<file path="config.mk">
export PLATFORM = sky130hd
export DESIGN_NAME = delay_sum_combiner
export DESIGN_NICKNAME = d
export VERILOG_FILES = /design/src/rtl/delay_sum_combiner.sv
export SDC_FILE = /design/constraint.sdc
export NUM_CORES = 1
export LEC_CHECK = 0
export CAP_MARGIN = 10
export CORE_MARGIN = 2
export CORE_UTILIZATION = 46
export CTS_CLUSTER_SIZE = 14
export DETAILED_ROUTE_END_ITERATION = 16
export PLACE_DENSITY = 0.65
export SYNTH_ARGS = -nofsm -noshare
export SYNTH_HDL_FRONTEND = slang
export SYNTH_SLANG_ARGS = --single-unit
export TNS_END_PERCENT = 50
</file>
<file path="constraint.sdc">
create_clock -name clk -period 10.9 [get_ports clk]
set_input_delay 1.635 -clock clk [delete_from_list [all_inputs] [get_ports clk]]
set_output_delay 1.635 -clock clk [all_outputs]
set_load 0.01 [all_outputs]
</file>
<file path="src/rtl/delay_sum_combiner.sv">
// Time-multiplexed delay-and-sum beamformer: per-channel circular history,
// per-channel steering delay, one signed sum per accepted frame.
module delay_sum_combiner #(
    parameter int unsigned NUM_CHANNELS = 2,
    parameter int unsigned SAMPLE_BITS  = 8,
    parameter int unsigned DEPTH        = 16,
    parameter int unsigned DELAY_BITS   = $clog2(DEPTH),
    parameter int unsigned SUM_BITS     = SAMPLE_BITS + $clog2(NUM_CHANNELS)
) (
    input  logic                                 clk,
    input  logic                                 reset,
    input  logic                                 sample_valid,
    input  logic [NUM_CHANNELS*SAMPLE_BITS-1:0]  sample_data,
    input  logic                                 delay_load,
    input  logic [$clog2(NUM_CHANNELS)-1:0]      delay_ch,
    input  logic [DELAY_BITS-1:0]                delay_value,
    output logic [SUM_BITS-1:0]                  out_data,
    output logic                                 out_valid,
    output logic                                 busy,
    output logic                                 overrun
);

    localparam int unsigned CH_W = $clog2(NUM_CHANNELS);
    localparam int unsigned EXT_W = SUM_BITS - SAMPLE_BITS;

    typedef enum logic [0:0] {IDLE, ACCUM} state_t;

    state_t                 state, state_nxt;
    logic [CH_W-1:0]        ch_cnt, ch_cnt_nxt;
    logic [SUM_BITS-1:0]    acc, acc_nxt;
    logic [DELAY_BITS-1:0]  wp, wp_nxt;
    logic [SUM_BITS-1:0]    out_data_nxt;
    logic                   out_valid_nxt, busy_nxt, overrun_nxt;
    logic                   accept_c;

    logic [SAMPLE_BITS-1:0] mem        [NUM_CHANNELS][DEPTH];
    logic [DELAY_BITS-1:0]  pend_delay [NUM_CHANNELS];
    logic [DELAY_BITS-1:0]  act_delay  [NUM_CHANNELS];

    logic [DELAY_BITS-1:0]  rd_addr_c;
    logic [SAMPLE_BITS-1:0] rd_sample_c;
    logic [SUM_BITS-1:0]    sum_c;

    // Delayed read for the channel being accumulated; pointer wraps naturally.
    always_comb begin
        rd_addr_c   = wp - act_delay[ch_cnt];
        rd_sample_c = mem[ch_cnt][rd_addr_c];
        sum_c       = acc + {{EXT_W{rd_sample_c[SAMPLE_BITS-1]}}, rd_sample_c};
    end

    // Next-state and registered-output logic.
    always_comb begin
        state_nxt     = state;
        ch_cnt_nxt    = ch_cnt;
        acc_nxt       = acc;
        wp_nxt        = wp;
        out_data_nxt  = out_data;
        out_valid_nxt = 1'b0;
        busy_nxt      = busy;
        overrun_nxt   = overrun;
        accept_c      = 1'b0;
        case (state)
            IDLE: begin
                if (sample_valid) begin
                    accept_c   = 1'b1;
                    state_nxt  = ACCUM;
                    acc_nxt    = '0;
                    ch_cnt_nxt = '0;
                    busy_nxt   = 1'b1;
                end
            end
            ACCUM: begin
                // A frame arriving while busy (including the final cycle) is dropped.
                if (sample_valid) overrun_nxt = 1'b1;
                if (ch_cnt == CH_W'(NUM_CHANNELS - 1)) begin
                    out_data_nxt  = sum_c;
                    out_valid_nxt = 1'b1;
                    wp_nxt        = wp + DELAY_BITS'(1);
                    busy_nxt      = 1'b0;
                    state_nxt     = IDLE;
                end else begin
                    acc_nxt    = sum_c;
                    ch_cnt_nxt = ch_cnt + CH_W'(1);
                end
            end
            default: state_nxt = IDLE;
        endcase
    end

    // State, datapath, history and delay registers.
    always_ff @(posedge clk) begin
        if (reset) begin
            state     <= IDLE;
            ch_cnt    <= '0;
            acc       <= '0;
            wp        <= '0;
            out_data  <= '0;
            out_valid <= 1'b0;
            busy      <= 1'b0;
            overrun   <= 1'b0;
            for (int c = 0; c < int'(NUM_CHANNELS); c++) begin
                pend_delay[c] <= '0;
                act_delay[c]  <= '0;
                for (int d = 0; d < int'(DEPTH); d++) mem[c][d] <= '0;
            end
        end else begin
            state     <= state_nxt;
            ch_cnt    <= ch_cnt_nxt;
            acc       <= acc_nxt;
            wp        <= wp_nxt;
            out_data  <= out_data_nxt;
            out_valid <= out_valid_nxt;
            busy      <= busy_nxt;
            overrun   <= overrun_nxt;
            if (accept_c) begin
                for (int c = 0; c < int'(NUM_CHANNELS); c++) begin
                    mem[c][wp]   <= sample_data[c*SAMPLE_BITS +: SAMPLE_BITS];
                    act_delay[c] <= pend_delay[c];
                end
            end
            if (delay_load && (32'(delay_ch) < NUM_CHANNELS))
                pend_delay[delay_ch] <= delay_value;
        end
    end

endmodule

</file>
# After elaboration in Yosys (flattened, before gate mapping)

Memory sizes are Yosys's and may differ from the RTL's. A register that Yosys moved wholly into a read port is not among the register bits.
Index checks and enable logic that the tools add are counted.

Memories: 3
Word-level logic and storage cells: 582
Register bits: 27
Memory bits (writable): 272

$add $sub $neg: 4
Equality and inequality tests: 3
Bitwise operators: 261
Multiplexer cells: 293
Reduce and logical (&&, ||, !) cells: 7
$lt $le $gt $ge: 3

Memory list:

| name       | depth | width | read ports | clocked after memory_dff | wr ports | line | RTL |
|---|---|---|---|---|---|---|---|
| mem        | 2     | 128   | 1          | 1                        | 2        | 36   | `logic [SAMPLE_BITS-1:0] mem [NUM_CHANNELS][DEPTH];` |
| act_delay  | 2     | 4     | 1          | 1                        | 2        | 38   | `logic [DELAY_BITS-1:0] act_delay [NUM_CHANNELS];` |
| pend_delay | 2     | 4     | 2          | 0                        | 2        | 37   | `logic [DELAY_BITS-1:0] pend_delay [NUM_CHANNELS];` |

Operators by type and width:

| kind                  | count |
|---|---|
| $mux W1               | 278 |
| $or A1 B1 Y1          | 258 |
| $mux W128             | 1 |
| $bmux W8 S4           | 1 |
| $demux W8 S4          | 1 |
| $mux W8               | 3 |
| $mux W9               | 2 |
| $pmux W9 S2           | 1 |
| $mux W4               | 3 |
| $ge A5 B5 Y1 const B  | 2 |
| $not A4 Y5            | 2 |
| $add A9 B9 Y9         | 1 |
| $reduce_and A2 Y1     | 4 |
| $pmux W1 S2           | 3 |
| $lt A5 B1 Y1 const B  | 1 |
| $add A4 B1 Y4 const B | 1 |
| $ne A2 B2 Y1 const B  | 2 |
| $reduce_or A4 Y1      | 1 |
| $sub A4 B4 Y4         | 1 |
| $ne A2 B1 Y1 const B  | 1 |
| $reduce_or A2 Y1      | 1 |
| $add A1 B1 Y1 const B | 1 |
| $logic_and A1 B1 Y1   | 1 |
| $not A1 Y1            | 1 |

# Logic depth before layout (Yosys ltp)

Gate-level depths: netlist (run 1).

Word-level depth: 8
Gate-level depth with buffers: 23

# Least setup slack after synthesis (run 1)

Ideal clock, no wire load.

Kind: register -> register
From: register with a tool-made name
To: register out_data[8]
Path slack: 5,525 ps
Required time: 10,838 ps
Data arrival time: 5,313 ps
Clock period less this slack: 5,375 ps
Buffers on the path: 6
Cell stages (with the launch flop): 23
Cell sequence: dfxtp_1 -> buf_6 -> buf_8 -> buf_4 -> buf_6 -> mux2_2 -> ha_1 -> inv_1 -> fa_1 -> buf_1 -> clkbuf_1 -> mux4_2 -> mux2_2 -> ha_1 -> inv_1 -> fa_1 -> nor2b_1 -> o31a_1 -> nor3_1 -> o31ai_1 -> and3_4 -> or4_1 -> nand3_1

RTL lines:

| element              | line | RTL |
|---|---|---|
| end signal, assigned | 111  | `out_data <= out_data_nxt;` |
| end, declared        | 17   | `output logic [SUM_BITS-1:0] out_data,` |

==> results of run 1 <==
-- Yosys cell counts (all sizes together) --
library cell  number  share of area [%]
or4                1              0.054
a31o               1              0.063
nor3              10               0.36
or3                1              0.045
a2111o             1              0.081
nor2b              6               0.27
ha                16                1.4
nor3b              8               0.47
fa                 2               0.29
nand2             25               0.68
xor2               4               0.25
xnor2              4               0.25
nand3b             1              0.054
or2               17               0.77
dfxtp             28                4.0
a311oi             1              0.063
o21ai              9               0.32
and2             273                 12
o31ai              4               0.22
nand4              1              0.045
clkbuf            49                1.3
a211oi             2               0.11
a21oi             21               0.76
nand2b             6               0.27
and3               1              0.081
o221ai             1              0.063
nand3              3               0.11
mux2i              6               0.43
mux2              11               0.89
a21boi             2               0.11
o21a               3               0.16
inv               10               0.27
o31a               1              0.063
buf               16               0.75
a21o               1              0.054
mux4              78                 13
nor2              39                1.1
edfxtp           272                 59
-- layer usage --
layer / global-route usage (%) / vias up / wire, um
met5: 0 / - / 0
met4: 3.62 / 0 / 397
met3: 2.76 / 40 / 1320
met2: 32.9 / 147 / 14800
met1: 28.3 / 3864 / 13300
li1: - / 3463 / -
-- through the flow --
step	area [um2]	power [uW]	util [%]
6_report	15500	2640	52.2
5_1_grt	15500	2730	52.2
4_1_cts	15500	2660	52.2
3_5_place_dp	14600	1680	49.1
3_3_place_gp	14600	1670	49.1
2_1_floorplan	13900	1570	-
-- layout make-up --
class	instances	area, um2
clock inverters	23	154
multi-input cells	560	4840
inverters	10	37.5
fillers	2413	14200
repair buffers	53	483
clock buffers	33	783
flip-flops and latches	300	8730
well taps	390	488
-- cell families (layout without fill, tap and decap cells) --
family / Yosys count / after routing / synth area share [%]
DFF: 300 / 300 / 62.8
AOI/OAI and AO/OA: 47 / 47 / 2.06
muxes: 95 / 95 / 14.0
xor gates and xnor gates: 8 / 8 / 0.504
adders and majority gates: 18 / 18 / 1.73
and+or+nand+nor: 392 / 392 / 16.5
buffers and inverters: 75 / 119 / 2.34
-- power groups by stage --
stage	Clock [uW]	Combinational, uW	Sequential, uW
after detailed placement	0	332	1350
after global placement	0	328	1350
after CTS	1000	334	1320
after global routing	1050	358	1330
after floorplan	0	234	1330
final	985	330	1320
-- path summary, 6_finish.rpt --
check | endpoint
worst max-delay path | out_data[8]$_SDFFE_PP0P_
worst min-delay path | out_data[0]$_SDFFE_PP0P_
worst max register to register | out_data[8]$_SDFFE_PP0P_
worst min register to register | out_data[0]$_SDFFE_PP0P_
-- tightest hold or removal path, stage by stage (launching register included) --
cell,delay [ns]
dfxtp_1,0.31
nand2_1,0.05
a21oi_1,0.05
-- state kept, by name, indices dropped and copies added, names as in the netlist, named ones only --
| name | count |
|---|---|
| busy | 1 |
| wp | 4 |
| out_data | 9 |
| act_delay | 8 |
| overrun | 1 |
| mem | 256 |
| out_valid | 1 |
| ch_cnt | 1 |
| acc | 9 |
| state | 1 |
| pend_delay | 8 |
==> metrics.yaml, run 1 <==
fin_crit_sh_pct: 51.9
drive_gt1_share_pct: 17.4
crit_required_ns: 11.39
io_pins: 37
clk_latency_ns: 0.55
syn_area_um2: 13900
wire_per_inst_um: 21.8
combPwrFrac_pct: 12.5
dieArea_um2: 31600
p_int_uw: 2010
dp_slack_ns: 5.17
hold_path_class: "reg -> reg"
startpoint_type: "flip-flop"
worst-path-buf-inv: 2
cp_max_fo: 64
layout.cells.non_filler: 1369
arrival_ns: 6.14
overflow: 0
die_y_um: 178
mostFrequentLayoutCells: "and2_1, edfxtp_1, mux4_2"
rsz0062_at_grt: "false"
gp_congestion: 0.793
cts_setup_buffers: 0
p_leak_uw: 0.00559
path_delay_family: "multiplexers"
grt_max_degree: 65
setup_viol: 0
numCtsBuffers: 31
switching_share_pct: 23.8
fin_nets: 999
power.share.clock_pct: 37.4
final.min_clock_period_ns: 5.65
place_inst: 1313
dr.first_iter.drc_count: 543
finalWirelength_um: 29800
tightest_slew_ns: 1.16
synthesis.nets: 978
grt_pass1_wl_um: 47000
worstSetupEndpointType: "flip-flop"
cts_resized: 0
core_um2: 29700
max-vdd-ir-drop_uv: 111
syn_avg_cell_area_um2: 14.9
clock_skew_ns: 0.00979
cts-hold-fix-buffers: 0
grt_use_total_pct: 19.8
hold_ws_ns: 0.451
hold_start: "out_data[0]$_SDFFE_PP0P_"
drcViolationCount: 0
hold_viol: 0
cp.depth: 16
cts_sinks: 300
antenna_left: 0
run_status: "complete, no violations"
grt_pass1_vias: 7720
initial_core_util_pct: 46.8
max-clock-path-buffers: 3
timing.fmax_mhz: 177
synthCells: 935
ctsHtreeMaxLevel: 1
power_frac_seq_pct: 50.1
ys_warn_count: 0
fin_setup_tns_ns: 0
antenna_found_initial: 2
io_buffer_count: 36
final_common_cell: "and2_1"
worst_slack_ns: 5.25
path_class: "reg -> reg"
r2r_cells: 16
max_cap_viol_count: 0
min_path_cells: 2
switchingPower_uw: 629
vias: 7514
cts_root_buf: "clkbuf_16"
path_cells: "mux2_2 -> ha_2 -> buf_4 -> mux4_2 -> mux4_2 -> mux2_2 -> ha_1 -> inv_1 -> fa_1 -> nor2b_1 -> o31a_1 -> nor3_1 -> o31ai_1 -> and3_4 -> or4_1 -> nand3_1"
via_per_inst: 5.49
final-max-slew-violation-count: 0
diodes: 0
crit_path_max_incr_delay_ns: 0.87
power_density_nw_per_um2: 170
ys_types: 45
drt-pass1-iter-count: 4
slowest_stage: "dfxtp_4"
placementRows: 63
relSlewSlack_pct: 22.2
rrSetupSlack_ns: 5.25
cts_tree: "done"
die_w_um: 178
ys_seq_area_share_pct: 62.8
clk_pin_slew_ns: 0.06
hpwlAfterDp_um: 19300
ys_seq_elements: 300
area_delta_synth_final_pct: 11.7
(Power assumes the default switching activity.)
==> run 2: changes to the inputs <==
--- a/config.mk
+++ b/config.mk
@@ -10,7 +10,7 @@
 export CORE_UTILIZATION = 46
 export CTS_CLUSTER_SIZE = 14
 export DETAILED_ROUTE_END_ITERATION = 16
-export PLACE_DENSITY = 0.65
+export PLACE_DENSITY = 0.68
 export SYNTH_ARGS = -nofsm -noshare
 export SYNTH_HDL_FRONTEND = slang
 export SYNTH_SLANG_ARGS = --single-unit
==> constraint.sdc (replaced) <==
create_clock -name clk -period 5.05 [get_ports clk]
set_input_delay 0.7575 -clock clk [delete_from_list [all_inputs] [get_ports clk]]
set_output_delay 0.7575 -clock clk [all_outputs]
set_load 0.01 [all_outputs]
==> metrics.yaml, run 2 (synthesized netlist as in run 1, its figures left out) <==
multi_input_area_um2: 4850  # was 4840 um2
mostFrequentLayoutCells: "and2_1, edfxtp_1, mux4_2"  # unchanged
max-vdd-ir-drop_uv: 246  # was 111 uV
max_flop_register: "mem"  # unchanged
cts_root_buf: "clkbuf_16"  # unchanged
die_y_um: 178  # unchanged
final-max-slew-violation-count: 0  # unchanged
placed_area_um2: 14700  # was 14600 um2
diodes: 0  # unchanged
switching_share_pct: 23.9  # was 23.8%
min_path_cells: 2  # unchanged
r2r_cells: 17  # was 16
crit_path_max_incr_delay_ns: 0.50  # was 0.87 ns
cts_tree: "done"  # unchanged
drive_gt1_share_pct: 17.4  # about the same
min_to: "out_data[0]$_SDFFE_PP0P_"  # unchanged
startpoint_type: "flip-flop"  # unchanged
largest_reg_flops: 256  # unchanged
cts_sinks: 300  # unchanged
power_density_nw_per_um2: 358  # was 170 nW/um2
final_common_cell: "and2_1"  # unchanged
finalWirelength_um: 30300  # was 29800 um
ctsHtreeMaxLevel: 1  # unchanged
antenna_left: 0  # unchanged
relSlewSlack_pct: 31.0  # was 22.2%
rrSetupSlack_ns: 0.43  # was 5.25 ns
io_buffer_count: 36  # unchanged
wire_per_inst_um: 22.1  # was 21.8 um
via_per_inst: 5.54  # was 5.49
rr_endpoint: "out_data[8]$_SDFFE_PP0P_"  # unchanged
numCtsBuffers: 29  # was 31
setup_viol: 0  # unchanged
placementRows: 63  # unchanged
grt_use_total_pct: 20.0  # was 19.8%
timing.fmax_mhz: 216  # was 177 MHz
hpwlAfterDp_um: 19000  # was 19300 um
crit_required_ns: 5.53  # was 11.39 ns
gp_congestion: 0.781  # was 0.793
dp_slack_ns: 0.0882  # was 5.17 ns
antenna_found_initial: 4  # was 2
drcViolationCount: 0  # unchanged
worstSetupEndpointType: "flip-flop"  # unchanged
cts_setup_buffers: 0  # unchanged
final_cell_area_um2: 15600  # was 15500 um2
p_leak_uw: 0.00560  # was 0.00559 uW
fill_cells: 2371  # was 2413
power.share.clock_pct: 35.6  # was 37.4%
rsz0062_at_grt: "false"  # unchanged
fin_util_pct: 52.3  # was 52.2%
clk_latency_ns: 0.55  # about the same
io_pins: 37  # unchanged
fin_crit_sh_pct: 91.5  # was 51.9%
hold_ws_ns: 0.458  # was 0.451 ns
switchingPower_uw: 1330  # was 629 uW
vias: 7608  # was 7514
die_w_um: 178  # unchanged
tightest_slew_ns: 1.03  # was 1.16 ns
grt_max_degree: 65  # unchanged
fin_setup_tns_ns: 0  # unchanged
worst-path-buf-inv: 1  # was 2
hold_viol: 0  # unchanged
dr.first_iter.drc_count: 585  # was 543
power_frac_seq_pct: 51.1  # was 50.1%
drt-pass1-iter-count: 5  # was 4
clock_skew_ns: 0.0136  # was 0.00979 ns
grt_pass1_vias: 7693  # was 7720
p_int_uw: 4240  # was 2010 uW
hold_start: "out_data[0]$_SDFFE_PP0P_"  # unchanged
path_cells: "mux2i_1 -> ha_1 -> nor2b_1 -> o21ai_0 -> a21boi_1 -> nor2_4 -> buf_4 -> mux4_2 -> mux2_2 -> ha_1 -> nor2b_1 -> o31a_1 -> nor3_1 -> o31ai_1 -> and3_4 -> or4_1 -> nand3_1"  # was mux2_2 -> ha_2 -> buf_4 -> mux4_2 -> mux4_2 -> mux2_2 -> ha_1 -> inv_1 -> fa_1 -> nor2b_1 -> o31a_1 -> nor3_1 -> o31ai_1 -> and3_4 -> or4_1 -> nand3_1
arrival_ns: 5.10  # was 6.14 ns
max-clock-path-buffers: 3  # unchanged
reg_top3: "mem (256), acc (9), out_data (9)"  # unchanged
final.min_clock_period_ns: 4.62  # was 5.65 ns
run_status: "complete, no violations"  # unchanged
grt_pass1_wl_um: 46800  # was 47000 um
slowest_stage: "or4_1"  # was dfxtp_4
path_delay_family: "simple AND/OR/NAND/NOR gates"  # was multiplexers
initial_core_util_pct: 46.8  # unchanged
clk_pin_slew_ns: 0.06  # about the same
core_um2: 29700  # unchanged
fin_nets: 1007  # was 999
overflow: 0  # unchanged
cp_max_fo: 9  # was 64
path_class: "reg -> reg"  # unchanged
max_cap_viol_count: 0  # unchanged
area_delta_synth_final_pct: 11.9  # was 11.7%
dieArea_um2: 31600  # unchanged
worst_slack_ns: 0.431  # was 5.25 ns
cts-hold-fix-buffers: 0  # unchanged
combPwrFrac_pct: 13.4  # was 12.5%
seqCellArea_um2: 8730  # unchanged
hold_path_class: "reg -> reg"  # unchanged
-- run 2: cell count changes in the layout (fill, tap and decap cells not counted) --
cell | previous run | this run
clkbuf_16 | 31 | 29
clkinv_2 | 8 | 1
buf_12 | 0 | 4
clkinv_4 | 1 | 0
clkinv_1 | 12 | 8
bufinv_16 | 2 | 1
clkinvlp_4 | 0 | 1
nor2_4 | 0 | 1
nor2_1 | 39 | 38
buf_4 | 17 | 23
clkbuf_1 | 2 | 10
-- run 2: power by group through the flow --
stage	Sequential (uW)	Clock, uW	Combinational (uW)
global route	2850	2100	802
finish	2840	1980	745
detailed placement	2900	0	747
floorplan	2880	0	508
CTS	2840	2010	750
global placement	2890	0	738
-- run 2: metal layers --
metal | share of wire, % | vias up | GRT usage [%]
met4 | 2.1 | 0 | 4.85
met5 | 0 | - | 0
met3 | 5.4 | 46 | 2.27
li1 | - | 3463 | -
met1 | 45 | 3910 | 29.1
met2 | 48 | 189 | 32.3
-- run 2: worst max-delay path by stage --
stage / start / to / slack (ns) / cells after the start
global placement: flip-flop / out_data[8]$_SDFFE_PP0P_ / 0.22 / 17
global route: flip-flop / out_data[8]$_SDFFE_PP0P_ / 0.13 / 17
CTS: flip-flop / out_data[8]$_SDFFE_PP0P_ / 0.05 / 17
floorplan: flip-flop / out_data[8]$_SDFFE_PP0P_ / 0.03 / 22
finish: flip-flop / out_data[8]$_SDFFE_PP0P_ / 0.43 / 17
detailed placement: flip-flop / out_data[8]$_SDFFE_PP0P_ / 0.09 / 17
-- run 2: tightest hold or removal path, delay by kind of cell (launching register included) --
| family | cells | cell delay (ns) |
|---|---|---|
| compound gates | 1 | 0.05 |
| flops | 1 | 0.31 |
| simple gates | 1 | 0.05 |
-- run 2: layout make-up --
type                            instances  share of cell area (%)
Clock buffer                           39                    4.91
Clock inverter                         11                   0.467
Inverter                               10                   0.241
Multi-Input combinational cell        560                    31.2
Sequential cell                       300                    56.2
Tap cell                              390                    3.14
Timing Repair Buffer                   63                    3.91
-- run 2: what timing repair did --
action / in CTS / in global routing
resized for setup: 0 / 2
setup endpoints to repair: 0 / 2
hold endpoints to repair: 0 / 0
-- run 2: metrics by stage --
step,cells,total power [uW]
final,1373,5560
after global routing,1373,5750
after CTS,1373,5600
after detailed placement,1323,3640
after global placement,1323,3630
after floorplan,935,3380
==> edit 1: new RTL, flow settings as in run 1 <==
Register the output `out_data` once more, without a reset; this adds one clock of latency there. The other outputs are not delayed to match.
--- a/src/rtl/delay_sum_combiner.sv
+++ b/src/rtl/delay_sum_combiner.sv
@@ -26,2 +26,4 @@
     typedef enum logic [0:0] {IDLE, ACCUM} state_t;
+
+    logic [SUM_BITS-1:0] out_data_s0;
 
@@ -56,3 +58,3 @@
         wp_nxt        = wp;
-        out_data_nxt  = out_data;
+        out_data_nxt  = out_data_s0;
         out_valid_nxt = 1'b0;
@@ -96,3 +98,3 @@
             wp        <= '0;
-            out_data  <= '0;
+            out_data_s0 <= '0;
             out_valid <= 1'b0;
@@ -110,3 +112,3 @@
             wp        <= wp_nxt;
-            out_data  <= out_data_nxt;
+            out_data_s0 <= out_data_nxt;
             out_valid <= out_valid_nxt;
@@ -125,2 +127,6 @@
 
+    always_ff @(posedge clk) begin
+        out_data <= out_data_s0;
+    end
+
 endmodule
Check against the original RTL: not settled (the Yosys comparison gave no result); the edit may change what the design does.
==> edit 1 against run 1 <==
Area after synthesis is 1.3% higher; sequential cell count is 9 higher; final area is 1.5% higher; synthesized cell count is 0.96% higher; wire length is 1.6% higher; count of clock-buffer cells in the layout is 8 higher; hold slack worse by 0.097 ns; clock power is 9% higher; clock skew is 0.0044 ns higher; first-iteration DRC count is 21% higher; worst setup slack worse by 0.67 ns; critical path type unchanged; critical path depth is 3 higher; power is 4.3% higher.
==> edit 1: results (changes against run 1) <==
Outcome: finished clean
Critical Path Sink: out_data_s0[8]
Initial detailed-routing violation count: 656 (+21%)
Most frequent cells after synthesis: 273 x and2_1, 272 x edfxtp_1, 77 x mux4_2
Post-Syn Nets: 987 (+0.92%)
XOR/XNOR share of the synthesized area: 0.498% (-0.0065 points)
EDFF count, synth: 272 (unchanged)
Post-Syn Area per Cell: 14.9 um2 (+0.33%)
Worst slew pin tran: 1.17 ns (+0.00386 ns)
CP max FO: 37 (-42%)
Finished Layout Cells: 1381 (+0.88%)
DP Worst Slack: 4.47 ns (-0.705 ns)
Crit path largest cell delay: 0.90 ns (+0.03 ns)
Routed WL per cell: 22.0 um (+0.75%)
Worst hold margin: 0.355 ns (-0.0967 ns)
Number of buffers created by CTS: 31 (unchanged)
Post-DP HPWL: 18800 um (-2.3%)
Via count: 7529 (+0.20%)
Worst vdd ir: 0.123 mV (+10%)
CTS clk-pin slew, worst paths: 0.06 ns (about the same)
Root Buffer: clkbuf_16
Vias in the first global route: 7448 (-3.5%)
Yosys warning total: 0 (unchanged)
Share of cells above drive strength 1: 17.5% (+0.12 points)
Nets@finish: 1003 (+0.40%)
Largest register FFs: 256 (unchanged)
Clk buf depth: 3 (unchanged)
Mux cell area share after synthesis: 13.8% (-0.18 points)
CP Class: reg2reg
Cts repair resizes: 0 (unchanged)
Clk_skew: 0.0142 ns (+0.00443 ns)
FF-to-FF setup slack: 4.58 ns (-0.67 ns)
Reg2reg path depth: 19 (+3)
First-pass GRT wire length: 46400 um (-1.3%)
CP arrival: 6.83 ns (+0.69 ns)
Asr flop ratio synth: 0% (unchanged)
Biggest register: mem
Routability-driven placement congestion ratio: 0.790 (-0.35%)
Top_reg_cell synth: edfxtp_1
Synth Area in Compound Gates: 2.04% (-0.026 points)
Critical-path top delay cell: nor2_1
Initial antenna violation count: 2 (unchanged)
Min-delay src: out_data_s0[7]
CP delay by family, top: simple AND/OR/NAND/NOR gates
Hold/Removal Path Class: reg2reg
Seq/Total Area, Yosys: 63.3% (+0.48 points)
Min-Delay Endpoint: out_data[7]
Placed cell area: 14700 um2 (+1.0%)
Drt pass-1 iters: 5 (+1)
Clock Latency Late Sink: 0.56 ns
Worst hold stages: 0 (-2)
Leakage dissipation: 5.70 nW (+1.8%)
Adder-Cell Fraction of Synth Area: 1.71% (-0.022 points)
Placed cell count: 1323 (+0.76%)
Postcts setup bufs: 0 (unchanged)
Top cells by area, synth: edfxtp_1 58%, mux4_2 12%, and2_1 12%
Fin crit period: 6.32 ns (+0.668 ns)
Number of distinct library cells after synthesis: 45 (unchanged)
PortBufs: 36 (unchanged)
Tot GR Track Use: 19.7% (-0.11 points)
-- edit 1: report_power, final --
part	internal [W]	leakage, nW	switching (W)	total, W
Sequential	0.00133	3.11	0.0000226	0.00136
Combinational	0.000148	2.06	0.000179	0.000327
Clock	0.000623	0.524	0.000446	0.00107
Total	0.00210	5.70	0.000648	0.00275
-- edit 1: final cells by class --
type	count	area (um2)
Sequential cell	309	8910
Inverter	10	37.5
Tap cell	396	495
Multi-Input combinational cell	560	4840
Clock buffer	41	897
Antenna cell	1	2.50
Clock inverter	16	128
Timing Repair Buffer	48	445
Fill cell	2436	14600
-- edit 1: layer usage --
metal / track usage, % / wire length, um / up-vias
li1: - / - / 3467
met1: 30.0 / 14100 / 3834
met2: 30.4 / 13900 / 195
met3: 2.71 / 1730 / 33
met4: 4.10 / 513 / 0
met5: 0 / 0 / -
==> edit 2: new RTL, flow settings as in run 1 <==
Without the edit above. Set the parameter `DEPTH` to 8 (it was 16).
--- a/src/rtl/delay_sum_combiner.sv
+++ b/src/rtl/delay_sum_combiner.sv
@@ -5,3 +5,3 @@
     parameter int unsigned SAMPLE_BITS  = 8,
-    parameter int unsigned DEPTH        = 16,
+    parameter int unsigned DEPTH        = 8,
     parameter int unsigned DELAY_BITS   = $clog2(DEPTH),
Ports: changed (resized delay_value); port bits go from 37 to 36. The function was not compared with the original's and may differ.
==> edit 2 against run 1 <==
Via count is 41% lower; sequential share of layout area is 3.2 points lower; sequential cell count is 133 lower; critical path depth is 2 lower; power is 40% lower; first-iteration DRC count is 49% lower; worst setup slack better by 0.60 ns; final area is 42% lower; synthesized cell count is 43% lower; area after synthesis is 44% lower; wire length is 46% lower; largest cell class unchanged; highest routed layer unchanged.
==> edit 2: results (changes against run 1) <==
Drt pass-1 iters: 5 (+1)
Worst vdd ir: 0.121 mV (+8.7%)
Initial antenna violation count: 0 (-2)
Routed WL per cell: 20.2 um (-7.5%)
Relative slew slack: 33.1% (+11 points)
Min-Delay Endpoint: out_data[6]
Seq/Total Area, Yosys: 61.4% (-1.5 points)
Post-Syn Area per Cell: 14.6 um2 (-2.0%)
Worst reg2reg endpoint: acc[8]
Clk buf depth: 2 (-1)
Share of cells above drive strength 1: 15.9% (-1.4 points)
Clk_skew: 0.00556 ns (-0.00422 ns)
Number of fill cells in the layout: 1323 (-45%)
Synth Area in Compound Gates: 3.27% (+1.2 points)
Routability-driven placement congestion ratio: 0.840 (+5.9%)
Post-DP HPWL: 10300 um (-47%)
Number of buffers created by CTS: 17 (-45%)
Adder-Cell Fraction of Synth Area: 2.14% (+0.41 points)
Post-Syn Nets: 567 (-42%)
Finished Layout Cells: 798 (-42%)
Top cells by area, synth: edfxtp_1 54%, and2_1 11%, mux4_2 9.6%
Cts repair resizes: 0 (unchanged)
EDFF count, synth: 140 (-49%)
CP arrival: 5.43 ns (-0.71 ns)
First-pass GRT wire length: 25200 um (-46%)
H-tree levels: 4 (+3)
Most frequent cells after synthesis: 141 x and2_1, 140 x edfxtp_1, 33 x mux4_2
Reg2reg path depth: 14 (-2)
FF-to-FF setup slack: 5.84 ns (+0.60 ns)
Nets@finish: 603 (-40%)
Min-delay src: out_data[6]
Outcome: finished clean
CTS clk-pin slew, worst paths: 0.06 ns (about the same)
XOR/XNOR share of the synthesized area: 1.83% (+1.3 points)
Via count: 4400 (-41%)
Tot GR Track Use: 19.4% (-0.38 points)
Placed cell count: 768 (-42%)
CP max FO: 35 (-45%)
Largest registers: mem: 128 flops, acc: 9 flops, out_data: 9 flops
Clock Latency Late Sink: 0.43 ns (-0.12 ns)
==> edit 2: cell types whose count changed in the layout (fill, tap and decap cells not counted), moves of 6 or more <==
cell | before | now
and2_1 | 273 | 141
edfxtp_1 | 272 | 140
mux4_2 | 77 | 33
clkbuf_16 | 31 | 17
clkinv_1 | 12 | 1
nand2_1 | 25 | 15
or2_2 | 17 | 8
clkinv_2 | 8 | 0
nor2_1 | 39 | 31
buf_4 | 17 | 10
mux2_2 | 11 | 4
mux4_1 | 1 | 7
==> edit 2: metal layers <==
layer | share of wire [%] | up-vias | GRT usage [%]
li1 | - | 2017 | -
met1 | 44 | 2244 | 25.5
met2 | 50 | 111 | 31.8
met3 | 3.5 | 28 | 4.11
met4 | 2.6 | 0 | 7.86
met5 | 0 | - | 0
==> edit 2: cells by family (layout without fill, tap and decap cells) <==
logic type / Yosys count / in the layout
compound gates: 40 / 40
flops: 167 / 167
buf+inv: 33 / 80
fa+ha+maj: 12 / 12
simple gates: 221 / 221
xor+xnor: 11 / 11
mux: 47 / 47
==> edit 2: layout make-up <==
cell class                      instances  area share, %
Clock buffer                           17           4.76
Clock inverter                         13           2.18
Inverter                                5          0.210
Multi-Input combinational cell        331           32.0
Sequential cell                       167           53.1
Tap cell                              220           3.08
Timing Repair Buffer                   45           4.76
==> edit 2: critical path, cell delays in order (launching register included) <==
cell	delay [ns]
dfxtp_2	0.31
buf_4	0.56
mux2_2	0.41
ha_1	0.27
buf_4	0.40
mux4_2	0.55
mux4_1	0.51
ha_1	0.23
fa_1	0.42
a211oi_1	0.24
o21bai_1	0.14
o41ai_2	0.30
xnor2_2	0.17
mux2_1	0.34
nor2_1	0.08
==> edit 2: worst max-delay path by stage <==
stage / depth (start not counted) / slack [ns] / start / endpoint
2_1_floorplan: 16 / 5.82 / flop / acc[8]
3_3_place_gp: 14 / 5.88 / flop / acc[8]
3_5_place_dp: 14 / 5.81 / flop / acc[8]
4_1_cts: 14 / 5.78 / flop / acc[8]
5_1_grt: 16 / 5.59 / flop / acc[8]
6_report: 14 / 5.84 / flop / acc[8]
==> edit 2: power by group <==
part	switching (W)	internal [W]	leakage, nW	total, W
clock	0.000256	0.000385	0.300	0.000641
sequential	0.0000133	0.000720	1.67	0.000734
combinational	0.000105	0.0000929	1.34	0.000198
==> edit 2: per-stage QoR <==
| step | util [%] | hold slack, ns | setup WS (ns) | cell area (um2) |
|---|---|---|---|---|
| 3_3_place_gp | 50.4 | 0.443 | 5.88 | 8320 |
| 6_report | 54.1 | 0.460 | 5.84 | 8940 |
| 2_1_floorplan | - | 0.453 | 5.82 | 7730 |
| 4_1_cts | 54.1 | 0.462 | 5.78 | 8940 |
| 3_5_place_dp | 50.4 | 0.453 | 5.81 | 8320 |
| 5_1_grt | 54.1 | 0.482 | 5.59 | 8940 |
